**src/rtl/fib_gen_pkg.sv**
```systemverilog
// Shared types and constants for the Fibonacci term generator and its bench.
package fib_gen_pkg;

  typedef enum logic [1:0] {IDLE, EMIT, ADVANCE, DONE} state_t;

  localparam int          FIB_MAX_IDX_32 = 47;
  localparam logic [31:0] FIB_MAX_VAL_32 = 32'd2971215073;

endpackage

```
**src/rtl/fib_step.sv**
```systemverilog
// Combinational Fibonacci step: WIDTH-bit a+b with the carry-out reported separately.
module fib_step #(
  parameter int WIDTH = 32
) (
  input  logic [WIDTH-1:0] a,
  input  logic [WIDTH-1:0] b,
  output logic [WIDTH-1:0] sum,
  output logic             carry
);

  assign {carry, sum} = {1'b0, a} + {1'b0, b};

endmodule

```
**src/rtl/fib_sequence_generator.sv**
```systemverilog
// Emits F(0), F(1), ... on a valid/ready stream until a requested count or WIDTH overflow.
// Optional macro FIB_INDEX_EN adds index_o, the index n of the term on term_o.
module fib_sequence_generator
  import fib_gen_pkg::*;
#(
  parameter int WIDTH = 32,
  parameter int CNT_W = 6
) (
  input  logic             clk,
  input  logic             reset,
  input  logic             go_i,
  input  logic [CNT_W-1:0] num_terms_i,
  output logic [WIDTH-1:0] term_o,
  output logic             valid_o,
  input  logic             ready_i,
  output logic             last_o,
  output logic             done_o,
  output logic             overflow_o
`ifdef FIB_INDEX_EN
  ,
  output logic [CNT_W-1:0] index_o
`endif
);

  state_t           state, state_nxt;
  logic [WIDTH-1:0] a, b, sum;
  logic             carry;
  logic [CNT_W-1:0] cnt, req;
  logic             ovf_pending;
  logic             overflow;
  logic             count_hit;

  fib_step #(.WIDTH(WIDTH)) u_step (
    .a    (a),
    .b    (b),
    .sum  (sum),
    .carry(carry)
  );

  // ovf_pending means b is no longer representable, so a is the final term.
  assign count_hit  = (req != '0) && (cnt == req - 1'b1);
  assign term_o     = a;
  assign valid_o    = (state == EMIT);
  assign last_o     = (state == EMIT) && (count_hit || ovf_pending);
  assign done_o     = (state == DONE);
  assign overflow_o = overflow;
`ifdef FIB_INDEX_EN
  assign index_o    = cnt;
`endif

  always_ff @(posedge clk) begin
    if (reset) state <= IDLE;
    else       state <= state_nxt;
  end

  // Dropping go_i outside IDLE always aborts, even over a same-cycle handshake.
  always_comb begin
    state_nxt = state;
    unique case (state)
      IDLE:    if (go_i) state_nxt = EMIT;
      EMIT: begin
        if (!go_i)        state_nxt = IDLE;
        else if (ready_i) state_nxt = last_o ? DONE : ADVANCE;
      end
      ADVANCE: state_nxt = go_i ? EMIT : IDLE;
      DONE:    if (!go_i) state_nxt = IDLE;
    endcase
  end

  always_ff @(posedge clk) begin
    if (reset) begin
      a           <= '0;
      b           <= {{(WIDTH-1){1'b0}}, 1'b1};
      cnt         <= '0;
      req         <= '0;
      ovf_pending <= 1'b0;
      overflow    <= 1'b0;
    end else begin
      unique case (state)
        IDLE: begin
          overflow <= 1'b0;
          if (go_i) begin
            req         <= num_terms_i;
            a           <= '0;
            b           <= {{(WIDTH-1){1'b0}}, 1'b1};
            cnt         <= '0;
            ovf_pending <= 1'b0;
          end
        end
        EMIT: begin
          // A count-terminated run reports no overflow even if both coincide.
          if (go_i && ready_i && last_o) overflow <= !count_hit;
        end
        ADVANCE: begin
          if (go_i) begin
            a           <= b;
            b           <= sum;
            ovf_pending <= ovf_pending | carry;
            if (cnt != '1) cnt <= cnt + 1'b1;
          end
        end
        DONE: begin
          if (!go_i) overflow <= 1'b0;
        end
      endcase
    end
  end

endmodule
```
**config.mk**
```make
export PLATFORM = sky130hd
export DESIGN_NAME = fib_sequence_generator
export DESIGN_NICKNAME = d
export VERILOG_FILES = /design/src/rtl/fib_gen_pkg.sv /design/src/rtl/fib_step.sv /design/src/rtl/fib_sequence_generator.sv
export SDC_FILE = /design/constraint.sdc
export NUM_CORES = 1
export LEC_CHECK = 0
export ABC_AREA = 1
export BUFFER_PORTS_ARGS = -buffer_cell sky130_fd_sc_hd__buf_2
export CAP_MARGIN = 20
export CORE_MARGIN = 2
export CORE_UTILIZATION = 54
export DETAILED_ROUTE_END_ITERATION = 16
export GPL_TIMING_DRIVEN = 0
export PLACE_DENSITY = 0.76
export SLEW_MARGIN = 0
export SYNTH_ARGS = -nofsm -noshare
export SYNTH_HDL_FRONTEND = slang
export SYNTH_SLANG_ARGS = --single-unit
export TNS_END_PERCENT = 50
```
**constraint.sdc**
```tcl
create_clock -name clk -period 1.8 [get_ports clk]
set_input_delay 0.36 -clock clk [delete_from_list [all_inputs] [get_ports clk]]
set_output_delay 0.36 -clock clk [all_outputs]
set_load 0.01 [all_outputs]
```
== Word-level counts from Yosys, hierarchy flattened ==
Cells that the tools add are included.

* Logic and storage cells: 60
* Register bits: 80
* Output and inout bits: 36

* $add $sub $neg: 3
* Bitwise gates (word level): 1
* Reduce and logical (&&, ||, !) cells: 15
* Muxes and demuxes: 23
* Eq/ne operators: 11

{| class="wikitable"
|+ Operators by type and width
! cell !! number
|-
| $mux 32 || 4
|-
| $pmux 32 s2 || 2
|-
| $add 32x32->33 || 1
|-
| $mux 6 || 3
|-
| $pmux 6 s2 || 1
|-
| $reduce_and 3->1 || 3
|-
| $mux 2 || 4
|-
| $ne 2x2->1 const B || 4
|-
| $pmux 2 s4 || 1
|-
| $add 6x1->6 const B || 1
|-
| $eq 6x6->1 || 1
|-
| $mux 1 || 6
|-
| $ne 6x6->1 const B || 1
|-
| $reduce_bool 6->1 || 1
|-
| $sub 6x1->6 const B || 1
|-
| $eq 2x2->1 const B || 2
|-
| $logic_and 1x1->1 || 4
|-
| $reduce_and 4->1 || 1
|-
| $ne 3x2->1 const B || 1
|-
| $pmux 1 s3 || 1
|-
| $reduce_bool 3->1 || 1
|-
| $eq 2x1->1 const B || 1
|-
| $logic_not 2->1 || 1
|-
| $ne 2x1->1 const B || 1
|-
| 6 further kinds || 6
|}

== Logic depth before layout (Yosys ltp) ==
* Depth in word-level cells: 9
* Gate-level depth with buffers: 15
* Depth with buffers taken out: 15

== Cells and area by module ==
A second synthesis with hierarchy kept.

* Cells, all modules: 933
* Area total of the unflattened synthesis: 5,641.7 µm²

{| class="wikitable"
|+ By module, submodules not included
! module !! times used !! area each (µm²) !! cells each !! sequential area each (µm²)
|-
| fib_sequence_generator || 1 || 3,221.8 || 431 || 1,601.5
|-
| fib_step || 1 || 2,419.8 || 502 || 0.0
|}

== Worst setup path before layout ==
Ideal clock, no wire load.

* Path type: register to register
* From: reg a[0], in the netlist term_o[0]
* To: reg b[30]
* Clock period less this slack: 1.769 ns
* Setup slack: 0.031 ns
* Buffers on the path: 0
* Library setup time: 0.134 ns
* Required time: 1.666 ns
* Arrival: 1.635 ns
* Cell stages (with the launch flop): 13
* Cells stage by stage: dfxtp_1 > ha_1 > fa_1 > nand2_1 > o21ai_2 > nand2_1 > nand2_1 > nand2_1 > nand2_2 > nand2_1 > nand3_1 > nand3_1 > a21oi_1

* Word-level cells in the longest chain between the ends: 3

{| class="wikitable"
|+ Ends and longest elaborated chain
! item !! line !! text
|-
| from (decl) || fib_sequence_generator.sv:26 || <nowiki>logic [WIDTH-1:0] a, b, sum;</nowiki>
|-
| from (signal assigned) || fib_sequence_generator.sv:72 || <nowiki>a <= '0;</nowiki>
|-
| from (signal assigned) || fib_sequence_generator.sv:84 || <nowiki>a <= '0;</nowiki>
|-
| from (signal assigned) || fib_sequence_generator.sv:96 || <nowiki>a <= b;</nowiki>
|-
| $add 32x32->33 || fib_step.sv:11 || <nowiki>assign {carry, sum} = {1'b0, a} + {1'b0, b};</nowiki>
|-
| $mux 32 || fib_sequence_generator.sv:95 || <nowiki>if (go_i) begin</nowiki>
|-
| $pmux 32 s2 || fib_sequence_generator.sv:79 || <nowiki>unique case (state)</nowiki>
|-
| to (signal assigned) || fib_sequence_generator.sv:73 || <nowiki>b <= {{(WIDTH-1){1'b0}}, 1'b1};</nowiki>
|-
| to (signal assigned) || fib_sequence_generator.sv:85 || <nowiki>b <= {{(WIDTH-1){1'b0}}, 1'b1};</nowiki>
|-
| to (signal assigned) || fib_sequence_generator.sv:97 || <nowiki>b <= sum;</nowiki>
|-
| to (decl) || fib_sequence_generator.sv:26 ||
|}

No other way between the ends. The select of a mux whose other input is x is not followed.
A chain may end at the register's enable or synchronous reset.

== Worst setup path after layout ==
* From: reg req[0]
* To: out last_o

* Word-level cells in the longest chain between the ends: 5
* Elaborated cells between the ends (all ways): 6
* Classes of those cells: add/sub: 1; eq/ne: 1; reduce/logical: 4

{| class="wikitable"
|+ Ends and longest elaborated chain
! item !! line !! text
|-
| from (decl) || fib_sequence_generator.sv:28 || <nowiki>logic [CNT_W-1:0] cnt, req;</nowiki>
|-
| from (signal assigned) || fib_sequence_generator.sv:83 || <nowiki>req <= num_terms_i;</nowiki>
|-
| $sub 6x1->6 || fib_sequence_generator.sv:41 || <nowiki>assign count_hit = (req != '0) && (cnt == req - 1'b1);</nowiki>
|-
| $eq 6x6->1 || fib_sequence_generator.sv:41 ||
|-
| $logic_and 1x1->1 * || fib_sequence_generator.sv:41 ||
|-
| $logic_or 1x1->1 * || fib_sequence_generator.sv:44 || <nowiki>assign last_o = (state == EMIT) && (count_hit || ovf_pending);</nowiki>
|-
| $logic_and 1x1->1 * || fib_sequence_generator.sv:44 ||
|-
| to (decl) || fib_sequence_generator.sv:16 || <nowiki>output logic last_o,</nowiki>
|}

Mark *: on every way between the ends. The rest lies on a longest branch, timed or not.

==> run metrics <==
Initial DRT Pass Iterations 5; IO Pins 46; register area share after synthesis 0.311; via count 6012; met1 GRT Util 0.377; CP delay by family, top simple AND/OR/NAND/NOR gates; placed cells 981; Total Wirelength roughly 18 mm; required time worst endpoint 1.44 ns; Die Ht 102 um; CP Max Fanout 2; clock sinks 80; RR Endpoint b[26]$_SDFFE_PP0P_; CP Class register to output pin; Worst setup EP type output pin; crit share post-route 1.20; largest net degree at the start of global routing 14; crit path buf inv count 3; Final Skew approximately 0.013 ns; Hold WS 0.208 ns; Setup WS post-layout -0.351 ns; hold path start num_terms_i[5]; worst r2r path cells 13; via/cell ratio 5.88; Max rail drop VDD ~440 uV; # diodes 0; number of remaining DRC errors 0; Distinct cells, synth 34; Core Area 9240 sq um; critical path, cell by cell inv_4, ha_4, inv_2, nand2_1, nand2_1, nor2_1, nand3_1, nor2_1, nand2_2, a21oi_2, buf_2; grt total ovfl 0; synth warn 0; number of synthesized flops with an enable pin 0; mux contribution to synthesized area 0; f_max ~0.46 GHz; vias in the first global route 5236; Post-Synth XOR/XNOR Area 0.00170; met3 usage 0.0442; Starting Density 0.557; overall power 0.00360 W; Die Width 102 um; Max-slew headroom 0.551; grt met2 use 0.509; initial antenna violation count 0; DPL Wire Length roughly 11 mm; gr busiest metal met2; WL/cell 17.5 um; synthesized area just over 5000 sq um; H-tree depth 3; Nets 935; Leakage 3.31 nW; Synth Area in Compound Gates 0.189; total track usage 0.297; hold endpoint req[5]$_SDFFE_PP0P_; crit start category register; Slew Limit Fails 0; Antenna Violating Nets Remaining 0; adder-cell area share of the yosys netlist 0.0866; Seq cells post-synth 80; Hold Path Stages 3; Syn Nets 853; final core utilization 0.788; clock root buffer master clkbuf_8; status finished with violations; internal reg-to-reg setup slack -0.15 ns; Hold Vio Cnt, Final 0; cells after synthesis 808; Max-Cap Viols 0; worst r2r src term_o[0]$_SDFFE_PP0P_; # port buffers 44; First DRT Iteration DRCs 405; first-pass GRT wire length 24.5 mm; Clock Latency Late Sink roughly 0.38 ns; ys async rst share 0; Simple-Gate Fraction of Synth Area 0.330; Die Area 10300 sq um; Row Count 35; cts hold-fix bufs 0; global placement routability congestion 0.988; Worst EP arrival 1.79 ns; Area growth syn-to-layout 41.6%; Avg Cell Area, Syn 6.37 sq um; clk slew on worst S/H paths 0.08 ns; CTS tree yes; non-filler cells, final 1023; min Tclk post-route approximately 2.2 ns; slowest cell on the critical path dfxtp_2; failing checks setup timing; largest family of logic cells by synthesized area simple AND/OR/NAND/NOR gates; Inserted Clock Buffers 9; crit-path max cell delay 0.36 ns; number of setup violations in the final report 28; pin slew with the least headroom to its limit 0.673 ns; Post-synth top flop dfxtp_1; pwr/cell area 495 nW/um^2; clock tree buffer depth 2; RSZ-0062 raised after global routing true; share of layout cells above drive strength 1 0.399; hold crit path type input port to register
==> repair_timing <==
item                                    4_1_cts  5_1_grt
setup buffers                                 8       19
gates resized for setup                     104      219
endpoints found under the setup margin       24       30
pin swaps                                    15       75
==> metrics by stage <==
step | TNS, ns | worst slack [ns] | cell area, sq um
after floorplan | 0 | 0.0313 | 5150
after global placement | -3.27 | -0.270 | 5530
after detailed placement | -5.25 | -0.336 | 5530
after CTS | -0.651 | -0.323 | 6290
after global routing | -4.40 | -0.512 | 7280
final | -1.99 | -0.351 | 7280
==> worst max-delay path by stage <==
stage          cells after the start              startpoint                  to  slack [ns]
4_1_cts                           11     req[0]$_SDFFE_PP0P_              last_o       -0.32
2_1_floorplan                     12  term_o[0]$_SDFFE_PP0P_  b[30]$_SDFFE_PP0P_        0.03
5_1_grt                           11     req[1]$_SDFFE_PP0P_              last_o       -0.51
3_5_place_dp                      13       b[0]$_SDFFE_PP1P_  b[26]$_SDFFE_PP0P_       -0.34
6_report                          11     req[0]$_SDFFE_PP0P_              last_o       -0.35
3_3_place_gp                      13  term_o[0]$_SDFFE_PP0P_  b[26]$_SDFFE_PP0P_       -0.27
==> report_power, final <==
part / internal, W / switching (W)
clock network: 0.000812 / 0.000731
registers: 0.00178 / 0.0000166
logic: 0.0000828 / 0.000183
total: 0.00267 / 0.000931
==> synth_stat cells (5+ instances only) <==
cell type	n	area (sq um)
o21ai_0	42	210
inv_1	80	300
buf_2	7	35.0
nor2_2	6	37.5
nor4_1	5	31.3
ha_1	34	425
nor2_1	51	191
inv_2	5	18.8
nand4_1	7	43.8
clkbuf_1	14	52.6
nand3_1	54	270
nand2_2	12	75.1
dfxtp_1	80	1600
nand2_1	248	931
a21oi_1	126	631
==> per-layer routing <==
layer  wire length (um)  vias up
li1                   -     2822
met1               7340     2810
met2               8550      299
met3               1290       81
met4                742        0
met5                  0        -
==> kinds of logic after synthesis <==
logic type               Yosys count
AND/OR/NAND/NOR                  398
buffers and inverters            108
flip-flops                        80
adder cells (fa/ha/maj)           35
AO/OA/AOI/OAI                    186
XOR/XNOR                           1
==> cells in the final DEF, fill, tap and decap left out, types with 5 or more instances in the layout <==
master,count
o21ai_0,28
dfxtp_2,48
a21oi_1,84
buf_2,51
a21oi_2,36
nor2_4,11
ha_4,30
buf_4,26
inv_2,8
dfxtp_4,5
nor2_1,38
inv_1,76
nand2_4,34
o21ai_2,6
o21ai_1,12
nand2_1,194
nand4_1,7
dfxtp_1,27
nor2_2,9
clkbuf_1,14
nand3_2,16
clkbuf_8,10
nand3_1,36
nand2_2,30
a21oi_4,8
==> state kept, by name, indices dropped and copies added, names as in the netlist <==
name and cells:
cnt 6, ovf_pending 1, b 32, req 6, term_o 32, state 2, overflow_o 1
==> worst register-to-register path: cells and delay by family (launching register included) <==
family	cells	cell delay [ns]
compound gates	2	0.23
fa+ha+maj	2	0.55
flops	1	0.34
simple gates	9	0.77
==> final cells by class <==
| cell class | count | area (sq um) |
|---|---|---|
| clock buffers | 10 | 138 |
| fillers | 638 | 1960 |
| inverters | 86 | 325 |
| repair buffers | 71 | 427 |
| clock inverters | 5 | 81.3 |
| plain buffers | 22 | 98.8 |
| flip-flops and latches | 80 | 1680 |
| multi-input cells | 620 | 4370 |
| well taps | 129 | 161 |
(Power assumes the default switching activity.)
